===== src/rtl/if_stage_ctrl.sv =====
// Instruction-fetch stage controller.
// Owns the program counter and the IF/ID pipeline register. Each rising edge
// applies, in fixed priority, reset, exception vectoring, branch/jump redirect,
// hazard hold and flush requests. The instruction memory is read
// combinationally at imem_addr == pc. A saturating counter records how many
// edges loaded IF/ID with a bubble.
module if_stage_ctrl #(
  parameter logic [31:0] RESET_PC   = 32'h8000_0000,
  parameter logic [31:0] EXC_VECTOR = 32'h8000_0008,
  parameter logic [31:0] NOP_INSTR  = 32'h0000_0000,
  parameter int          CNT_W      = 16
) (
  input  logic             clk,
  input  logic             reset,
  input  logic             hold,
  input  logic             if_flush,
  input  logic             redirect_valid,
  input  logic [31:0]      redirect_target,
  input  logic             exc_req,
  input  logic [31:0]      imem_rdata,
  output logic [31:0]      imem_addr,
  output logic [31:0]      pc,
  output logic [31:0]      ifid_instr,
  output logic [31:0]      ifid_pc_plus4,
  output logic             ifid_valid,
  output logic [CNT_W-1:0] bubble_cnt
);

  // Tracks what the most recent edge did to the front end. It has no port;
  // it exists so the pipeline invariant below can be stated.
  typedef enum logic [1:0] {
    RUN,
    HELD,
    REDIRECTED
  } track_t;

  track_t track;

  logic [31:0] pc_plus4;
  logic        bubble_load;
  logic        cnt_full;

  // The fetch address is the PC itself; the memory adds no latency.
  assign imem_addr = pc;

  // 32-bit modulo addition: 32'hFFFF_FFFC + 4 wraps to 0.
  assign pc_plus4 = pc + 32'd4;

  // Any exception, redirect or flush (with or without hold) replaces the
  // IF/ID contents with a bubble. Hold alone leaves IF/ID untouched.
  assign bubble_load = exc_req | redirect_valid | if_flush;

  assign cnt_full = &bubble_cnt;

  // Program counter and tracker: exception beats redirect, redirect beats hold.
  always_ff @(posedge clk) begin
    // NOTE: every register here uses non-blocking assignment so all state
    // updates on this edge see the pre-edge values of pc and the inputs.
    if (reset) begin
      pc    <= RESET_PC;
      track <= RUN;
    end else if (exc_req) begin
      pc    <= EXC_VECTOR;
      track <= REDIRECTED;
    end else if (redirect_valid) begin
      pc    <= redirect_target;
      track <= REDIRECTED;
    end else if (hold) begin
      pc    <= pc;
      track <= HELD;
    end else begin
      pc    <= pc_plus4;
      track <= RUN;
    end
  end

  // IF/ID register: bubble on redirect/exception/flush, capture when running,
  // unchanged when only held. A bubble keeps pc+4 for exception return.
  always_ff @(posedge clk) begin
    if (reset) begin
      ifid_instr    <= NOP_INSTR;
      ifid_pc_plus4 <= 32'd0;
      ifid_valid    <= 1'b0;
    end else if (bubble_load) begin
      ifid_instr    <= NOP_INSTR;
      ifid_pc_plus4 <= pc_plus4;
      ifid_valid    <= 1'b0;
    end else if (!hold) begin
      ifid_instr    <= imem_rdata;
      ifid_pc_plus4 <= pc_plus4;
      ifid_valid    <= 1'b1;
    end
  end

  // Saturating bubble counter: one count per bubble-loading edge, stops at all-ones.
  always_ff @(posedge clk) begin
    if (reset) begin
      bubble_cnt <= '0;
    end else if (bubble_load && !cnt_full) begin
      bubble_cnt <= bubble_cnt + {{(CNT_W-1){1'b0}}, 1'b1};
    end
  end

`ifndef SYNTHESIS
  // The edge that enters REDIRECTED also loads a bubble, so the stage handed
  // to decode in that cycle must never be marked valid.
  a_no_valid_after_redirect : assert property (
    @(posedge clk) disable iff (reset) (track == REDIRECTED) |-> !ifid_valid
  );
`endif

endmodule


===== config.mk =====
export PLATFORM = sky130hd
export DESIGN_NAME = if_stage_ctrl
export DESIGN_NICKNAME = d
export VERILOG_FILES = /design/src/rtl/if_stage_ctrl.sv
export SDC_FILE = /design/constraint.sdc
export NUM_CORES = 1
export LEC_CHECK = 0
export ABC_CLOCK_PERIOD_IN_PS = 4500
export BUFFER_PORTS_ARGS = -buffer_cell sky130_fd_sc_hd__buf_4
export CAP_MARGIN = 20
export CORE_ASPECT_RATIO = 1.25
export CORE_MARGIN = 5
export CORE_UTILIZATION = 30
export CTS_CLUSTER_SIZE = 30
export DETAILED_ROUTE_END_ITERATION = 7
export PLACE_DENSITY = 0.58
export SYNTH_ARGS = -nofsm -noshare
export SYNTH_HDL_FRONTEND = slang
export SYNTH_SLANG_ARGS = --single-unit

===== constraint.sdc =====
create_clock -name clk -period 4.5 [get_ports clk]
set_clock_uncertainty 0.15 [all_clocks]
set_input_delay 0.9 -clock clk [delete_from_list [all_inputs] [get_ports clk]]
set_output_delay 0.9 -clock clk [all_outputs]
set_load 0.1 [all_outputs]

# --- Word-level counts from Yosys, hierarchy flattened ---
# Cells that the tools add are included.
totals:
  reg_bits: 113
  word_cells: 22
  in_bits: 70
  ramBits: 0
  mem_bits_ro: 0
  mem_count: 0
  out_inout_bits: 145
  latch_bits: 0
classes:
  n_addsub: 2
  muxes: 4
  div: 0
  bitwise: 2
  mul: 0
  n_eq_ne: 3
  reduce_logical: 5
  n_shift: 0
  n_lt_le_gt_ge: 0
op_table:
  columns: ["operator", "n"]
  rows:
  - ["32-bit 2-to-1 mux", 3]
  - ["32-bit by 3-bit adder with 32-bit output (second input constant)", 1]
  - ["16-bit by 1-bit adder with 16-bit output (second input constant)", 1]
  - ["16-bit AND reduction", 1]
  - ["4-bit 2-to-1 mux", 1]
  - ["2-bit by 1-bit != test with 1-bit output (second input constant)", 2]
  - ["2-bit OR reduction", 2]
  - ["3-bit by 1-bit != test with 1-bit output (second input constant)", 1]
  - ["1-bit OR", 2]
  - ["1-bit logical AND", 1]
  - ["1-bit logical NOT", 1]

# --- Depth between registers and ports, before layout ---
# Gate-level depths: netlist of run 1.
logic_depth:
  depth_word: 4
  depth_mapped: 7
  mapped_depth_nobuf: 5

# --- Least setup slack after synthesis of run 1 ---
# Ideal clock, no wire load.
synth_timing:
  kind: "flip-flop to flip-flop"
  start: "reg pc[2], in the netlist imem_addr[2]"
  end: "reg pc[22], in the netlist imem_addr[22]"
  setup_ps: 63
  period_less_slack_ps: 3033
  t_arrival_ps: 2821
  stages_incl_launch_ff: 7
  setup_slack_ps: 1467
  path_buffers: 1
  required_time_ps: 4287
  path_cell_list: "dfxtp_1 -> ha_1 -> and3b_1 -> dlymetal6s4s_1 -> nand4_1 -> or4b_2 -> nand3_1"
synth_between:
  elab_chain_cells: 3
synth_rtl:
  columns: ["element", "line", "text"]
  rows:
  - ["start, declared", "22", "output logic [31:0] pc,"]
  - ["start signal, assigned", "66", "pc <= redirect_target;"]
  - ["start signal, assigned", "69", "pc <= pc;"]
  - ["start signal, assigned", "72", "pc <= pc_plus4;"]
  - ["32-bit by 3-bit adder with 32-bit output", "47", "assign pc_plus4 = pc + 32'd4;"]
  - ["32-bit 2-to-1 mux", "68", "end else if (hold) begin"]
  - ["32-bit 2-to-1 mux", "65", "end else if (redirect_valid) begin"]
# Every way passes these cells. The select of a mux whose other input is x is not followed.
# A chain may end at the register's enable or synchronous reset.

# --- Worst setup path in the final report of run 1 ---
layout_timing:
  start: "in hold"
  end: "reg ifid_pc_plus4[15]"
layout_between:
  elab_chain_cells: 1
layout_rtl:
  columns: ["element", "line", "text"]
  rows:
  - ["start, declared", "15", "input logic hold,"]
  - ["2-bit by 1-bit != test with 1-bit output (no source line)", null, null]
  - ["end signal, assigned", "86", "ifid_pc_plus4 <= pc_plus4;"]
  - ["end signal, assigned", "90", "ifid_pc_plus4 <= pc_plus4;"]
  - ["end, declared", "24", "output logic [31:0] ifid_pc_plus4,"]
# Every way passes these cells.

==> reports/summary.txt, run 1 <==
CORE AREA = 19500 um^2
antenna viol nets, final = 0
area taken by flip-flops and latches = 2260 um^2
CP required = 4.67 ns
GRT Residual Overflow = 0
routability cong. = 0.801
Synth async-reset ratio = 0%
Most used DFF post-synth = dfxtp_1
delay-heaviest family, CP = simple AND/OR/NAND/NOR gates
dpl hpwl = 13.9 mm
Worst Hold Class = flip-flop to flip-flop
Synth top area share = 38.2%
Global Route met1 Usage = 21.3%
MaxCap Viol Count = 0
Cell variety after synth = 61
RSZ-0062 raised after global routing = no
CP Max Fanout = 50
highest clock rate = 0.331 GHz
Pre-Repair DR Iteration Count = 5
clock sink count = 113
Initial Util = 30.4%
Post-Place Cell Area = 7360 um^2
PD cells = 372 nW/um^2
CTS tree = yes
post-route cell area = 7950 um^2
yosys warns = 0
setup_tns = 0 ns
fin cells = 1125
CTS Root Cell = clkbuf_16
Worst R2R Start = imem_addr[6]
Post-Route WL = 19.3 mm
Startpoint Class = primary input
worst path arrival time = 3.19 ns
share of post-route cells with drive strength above 1 = 31.6%
CTS Buf Count = 17
DRC viols = 0
final net count = 919
Diodes inserted = 0
max-slew violation count = 0
dpl cells = 1092
Worst-Skew Late Latency = 0.41 ns
most common cell in the netlist = dfxtp_1
Initial DRC Count = 356
vias in the first global route = 5523
Mapped Nets = 764
met2 Use GR = 26.5%
Post-synth EDFFs = 0
Final Hold Violating Endpoints = 0
Port Buffers = 214
Multi-input gate area = 3070 um^2
first-pass GRT wire length = 30.2 mm
mean post-synth cell area = 8.56 um^2
Post-synth top cells = dfxtp_1 (113), nor2_1 (86), mux2i_1 (39)
Rows = 57
slowest CP cell = or4b_2
DR vias/cell = 5.11
global route hottest layer = met2
Total GRT Usage = 16.8%
Worst Setup SP = hold
sequential fraction of the synthesis area = 38.2%
WL per Instance = 17.1 um
status = finished clean
IO Count = 215
synthesized cell area = 5920 um^2
Least-Margin Pin Slew = 0.818 ns
final worst path period need = 3.02 ns
cell count after synthesis = 692
Final setup viols = 0
H-tree depth = 4
die width = 136 um
largest net degree at the start of global routing = 61
Max IR drop VDD = 0.263 mV
Power Total = 2960 uW
Crit Path Class = primary input to flip-flop
period utilisation layout = 67.1%
Post-CTS Setup Bufs = 0
Setup crit end = ifid_pc_plus4[15]
cell breakdown of the critical path = buf_4, or4b_2, buf_4, nand2_1, nor3_1, nor4_1
CTS resizes = 0
slowest stage delay, CP = 0.98 ns
R2R depth = 4
Critical R2R Capture = ifid_pc_plus4[30]
max_slew headroom = 45.1%
CTS Hold Bufs = 0
grt met3 use = 5.97%
Synth area leaders = dfxtp_1 (38%), mux2i_1 (6.6%), nor2_1 (5.5%)
CP Depth = 6
Leak = 0.00325 uW
Max Buffers Root-to-Sink = 2
Reg clk slew, reported paths = 0.06 ns
most used cell, CP = buf_4
Layout fillers = 2013
CP bufs+invs = 2
vias post-DR = 5754
Crit. End Element = flip-flop
Die Ht = 167 um
die area = 22700 um^2
area grow syn2layout = 34.3%
initial antenna violation count = 0
leading area contributor after synthesis = dfxtp_1
register bit total from synthesis = 113
WHS = 0.303 ns
R2R Setup Slk = 1.76 ns
==> metal layers <==
layer | routed length, um | vias to the layer above | share of wire (%)
met5 | 0 | - | 0
met4 | 363 | 0 | 1.9
met3 | 1740 | 26 | 9.0
met2 | 8930 | 223 | 46
met1 | 8240 | 2658 | 43
li1 | - | 2847 | -
==> kinds of logic after synthesis <==
kind of cell	after synthesis	synth area share [%]
adder cells (fa/ha/maj)	2	0.422
multiplexers	42	7.16
AND/OR/NAND/NOR	296	27.4
AO/OA/AOI/OAI	126	14.3
buffers and inverters	96	10.1
XOR/XNOR	17	2.51
flip-flops	113	38.2
==> cells in the final DEF, fill, tap and decap left out, types with 10 or more instances in the layout <==
master / netlist / final
nand3_1: 29 / 29
and3_1: 10 / 10
nor2_1: 86 / 86
a211oi_1: 13 / 13
nand2_1: 33 / 33
buf_4: 34 / 221
dfxtp_1: 113 / 113
nand4_1: 24 / 24
a21oi_1: 24 / 24
mux2i_1: 39 / 39
o31ai_1: 15 / 15
clkbuf_16: 0 / 17
or4_1: 18 / 18
a311oi_1: 20 / 20
or3_1: 16 / 16
o21ai_0: 32 / 32
nor4_1: 15 / 15
nor3_1: 17 / 17
xnor2_1: 10 / 10
==> registers in the layout, summed over array words and instances, names as in the netlist, named ones only <==
name and cells:
imem_addr 30, ifid_pc_plus4 32, ifid_instr 32, ifid_valid 1, bubble_cnt 16
==> per-stage QoR <==
step | utilization, % | worst slack (ns)
2_1_floorplan | - | 1.47
3_3_place_gp | 37.8 | 1.06
3_5_place_dp | 37.8 | 1.04
4_1_cts | 40.8 | 1.46
5_1_grt | 40.8 | 1.28
6_report | 40.8 | 1.48
==> worst min-delay path by stage <==
stage	cells past startpoint	slack [ns]	from	end
finish	2	0.30	ifid_valid	ifid_valid
global route	2	0.34	ifid_pc_plus4[1]	ifid_pc_plus4[1]
CTS	2	0.30	ifid_valid	ifid_valid
detailed placement	2	0.29	ifid_valid	ifid_valid
global placement	2	0.28	ifid_valid	ifid_valid
floorplan	2	0.31	flip-flop	ifid_pc_plus4[0]
==> report_power, final <==
group / internal (uW) / switching (uW)
registers: 1030 / 46.3
logic: 139 / 411
clock network: 818 / 511
total: 1990 / 969
==> worst min-delay path: cells and delay by family (launching register included) <==
family                 cells  cell delay (ns)
DFF                        1             0.31
buffers and inverters      1             0.05
AOI/OAI and AO/OA          1             0.05
==> cell type report <==
class                           instances  share of cell area [%]
Clock inverter                         15                    2.03
Multi-Input combinational cell        483                    38.6
Inverter                               10                   0.472
Tap cell                              265                    4.17
Timing Repair Buffer                  222                    20.9
Sequential cell                       113                    28.4
Clock buffer                           17                    5.35
Note: power is estimated with default switching activity, not from simulation.
==> run 2, diff against run 1 <==
--- a/config.mk
+++ b/config.mk
@@ -5,7 +5,7 @@
 export SDC_FILE = /design/constraint.sdc
 export NUM_CORES = 1
 export LEC_CHECK = 0
-export ABC_CLOCK_PERIOD_IN_PS = 4500
+export ABC_CLOCK_PERIOD_IN_PS = 2720
 export BUFFER_PORTS_ARGS = -buffer_cell sky130_fd_sc_hd__buf_4
 export CAP_MARGIN = 20
 export CORE_ASPECT_RATIO = 1.25
@@ -13,7 +13,7 @@
 export CORE_UTILIZATION = 30
 export CTS_CLUSTER_SIZE = 30
 export DETAILED_ROUTE_END_ITERATION = 7
-export PLACE_DENSITY = 0.58
+export PLACE_DENSITY = 0.6
 export SYNTH_ARGS = -nofsm -noshare
 export SYNTH_HDL_FRONTEND = slang
 export SYNTH_SLANG_ARGS = --single-unit
==> constraint.sdc (replaced) <==
create_clock -name clk -period 2.72 [get_ports clk]
set_clock_uncertainty 0.15 [all_clocks]
set_input_delay 0.544 -clock clk [delete_from_list [all_inputs] [get_ports clk]]
set_output_delay 0.544 -clock clk [all_outputs]
set_load 0.1 [all_outputs]
==> run 2 against run 1 <==
Sequential power rose by 65%. Utilization rose by 1.1 points. Power rose by 73%. Non-clock buffer count rose by 18. Die area did not move. Sequential cell count did not move. Global-route usage rose by 0.63 points. Critical path type is now flip-flop to flip-flop.
==> reports/summary.txt, run 2 (synthesis gave the netlist of run 1 again) <==
Startpoint Class = flip-flop
IO Count = 215 (unchanged)
CTS Buf Count = 17 (unchanged)
antenna viol nets, final = 0 (unchanged)
area grow syn2layout = 37.8%
Total GRT Usage = 17.4% (+0.63 points)
share of post-route cells with drive strength above 1 = 34.7% (+3.1 points)
CP required = 2.89 ns (-1.78 ns)
end of the worst hold path = ifid_instr[9]
WL per Instance = 17.5 um (+2.0%)
highest clock rate = 0.413 GHz
first-pass GRT wire length = 31.1 mm (+3.3%)
vias in the first global route = 5568 (+0.81%)
fin cells = 1143 (+1.6%)
commonest non-fill, non-tap cell in the layout = buf_4
hold path start = imem_rdata[9]
CTS Hold Bufs = 0 (unchanged)
clock sink count = 113 (unchanged)
Rows = 57 (unchanged)
Post-CTS Setup Bufs = 0 (unchanged)
Max IR drop VDD = 0.367 mV (+40%)
Pre-Repair DR Iteration Count = 5 (unchanged)
initial antenna violation count = 0 (unchanged)
CP Max Fanout = 11 (-78%)
CTS Root Cell = clkbuf_16
R2R depth = 4 (unchanged)
final net count = 937 (+2.0%)
PD cells = 625 nW/um^2 (+68%)
DRC viols = 0 (unchanged)
max-slew violation count = 0 (unchanged)
Crit Path Class = flip-flop to flip-flop
Crit. End Element = flip-flop
MaxCap Viol Count = 0 (unchanged)
Diodes inserted = 0 (unchanged)
setup_tns = 0 ns (unchanged)
vias post-DR = 5817 (+1.1%)
die area = 22700 um^2 (unchanged)
GRT Residual Overflow = 0 (unchanged)
Final setup viols = 0 (unchanged)
Max Buffers Root-to-Sink = 2 (unchanged)
commonest cells after routing, fill and taps aside = buf_4 (240), dfxtp_1 (98), nor2_1 (86)
worst path arrival time = 2.60 ns (-0.59 ns)
Post-Route WL = 20.0 mm (+3.6%)
Final Hold Violating Endpoints = 0 (unchanged)
largest net degree at the start of global routing = 50 (-18%)
Least-Margin Pin Slew = 0.613 ns (-0.204 ns)
dpl hpwl = 14.8 mm (+6.2%)
final worst path period need = 2.42 ns
routability cong. = 0.825 (+3.0%)
post-route cell area = 8160 um^2 (+2.6%)
Critical R2R Capture = ifid_pc_plus4[30]
CORE AREA = 19500 um^2 (unchanged)
CTS resizes = 0 (unchanged)
DR vias/cell = 5.09 (-0.50%)
Initial DRC Count = 264 (-26%)
Layout fillers = 1988 (-1.2%)
period utilisation layout = 89.1%
Leak = 0.00338 uW (+3.8%)
WHS Path Cells = 3 (+1)
Multi-input gate area = 3070 um^2 (unchanged)
Initial Util = 30.4% (unchanged)
R2R Setup Slk = 0.30 ns (-1.46 ns)
Reg clk slew, reported paths = 0.06 ns (about the same)
dpl cells = 1111 (+1.7%)
H-tree depth = 4 (unchanged)
Worst Hold Class = primary input to flip-flop
max_slew headroom = 59.1% (+14 points)
RSZ-0062 raised after global routing = no
die width = 136 um (unchanged)
status = finished clean
Post-Place Cell Area = 7520 um^2 (+2.2%)
Worst-Skew Late Latency = 0.41 ns (about the same)
Worst R2R Start = imem_addr[5]
Die Ht = 167 um (unchanged)
Port Buffers = 214 (unchanged)
CTS tree = yes
area taken by flip-flops and latches = 2280 um^2 (+0.83%)
-- run 2: cell types whose count changed in the layout (fill, tap and decap cells not counted), sizes merged --
| cell | previous run | this run |
|---|---|---|
| clkinvlp | 7 | 5 |
| clkinv | 4 | 6 |
| bufinv | 2 | 4 |
| buf | 221 | 240 |
| clkbuf | 18 | 17 |
| inv | 12 | 10 |
-- run 2: how the worst max path moves through the flow --
stage / from / end / slack (ns) / depth (start not counted)
CTS: imem_addr[5] / ifid_pc_plus4[30] / 0.28 / 4
global route: imem_addr[5] / ifid_pc_plus4[30] / 0.08 / 4
finish: imem_addr[5] / ifid_pc_plus4[30] / 0.30 / 4
global placement: imem_addr[5] / ifid_pc_plus4[30] / 0.32 / 4
floorplan: imem_addr[17] / imem_addr[28] / 0.006 / 5
detailed placement: imem_addr[5] / ifid_pc_plus4[30] / 0.29 / 4
-- run 2: final cells by class --
type / count / area share (%)
inverter: 10 / 0.460
timing repair buffer: 240 / 22.1
multi-input combinational: 483 / 37.6
sequential: 113 / 28.0
tap: 265 / 4.06
clock inverter: 15 / 2.58
clock buffer: 17 / 5.21
-- run 2: critical path: stages (launching register included) --
cell and delay, ns:
dfxtp_2 0.44, and4_1 0.43, nand4_1 0.44, or4_1 0.62, a311oi_1 0.25
-- run 2: per-layer routing --
| layer | track usage (%) | part of all wire [%] |
|---|---|---|
| met5 | 0 | 0 |
| met4 | 6.53 | 2.3 |
| met3 | 5.85 | 8.4 |
| met2 | 28.6 | 48 |
| met1 | 21.0 | 41 |
-- run 2: report_power, final --
group / internal [uW] / total [uW] / switching [uW]
Clock: 1540 / 2390 / 850
Combinational: 239 / 935 / 696
Sequential: 1710 / 1780 / 68.3
Total: 3490 / 5100 / 1610
-- run 2: stage by stage --
step                      hold slack, ns  total power (uW)  setup slack [ns]  utilization [%]
after detailed placement           0.296              2750             0.293             38.6
after global placement             0.286              2750             0.320             38.6
final                              0.205              5100             0.298             41.9
after floorplan                    0.312              2510           0.00615                -
after global routing               0.191              5290            0.0752             41.9
after CTS                          0.185              5160             0.277             41.9
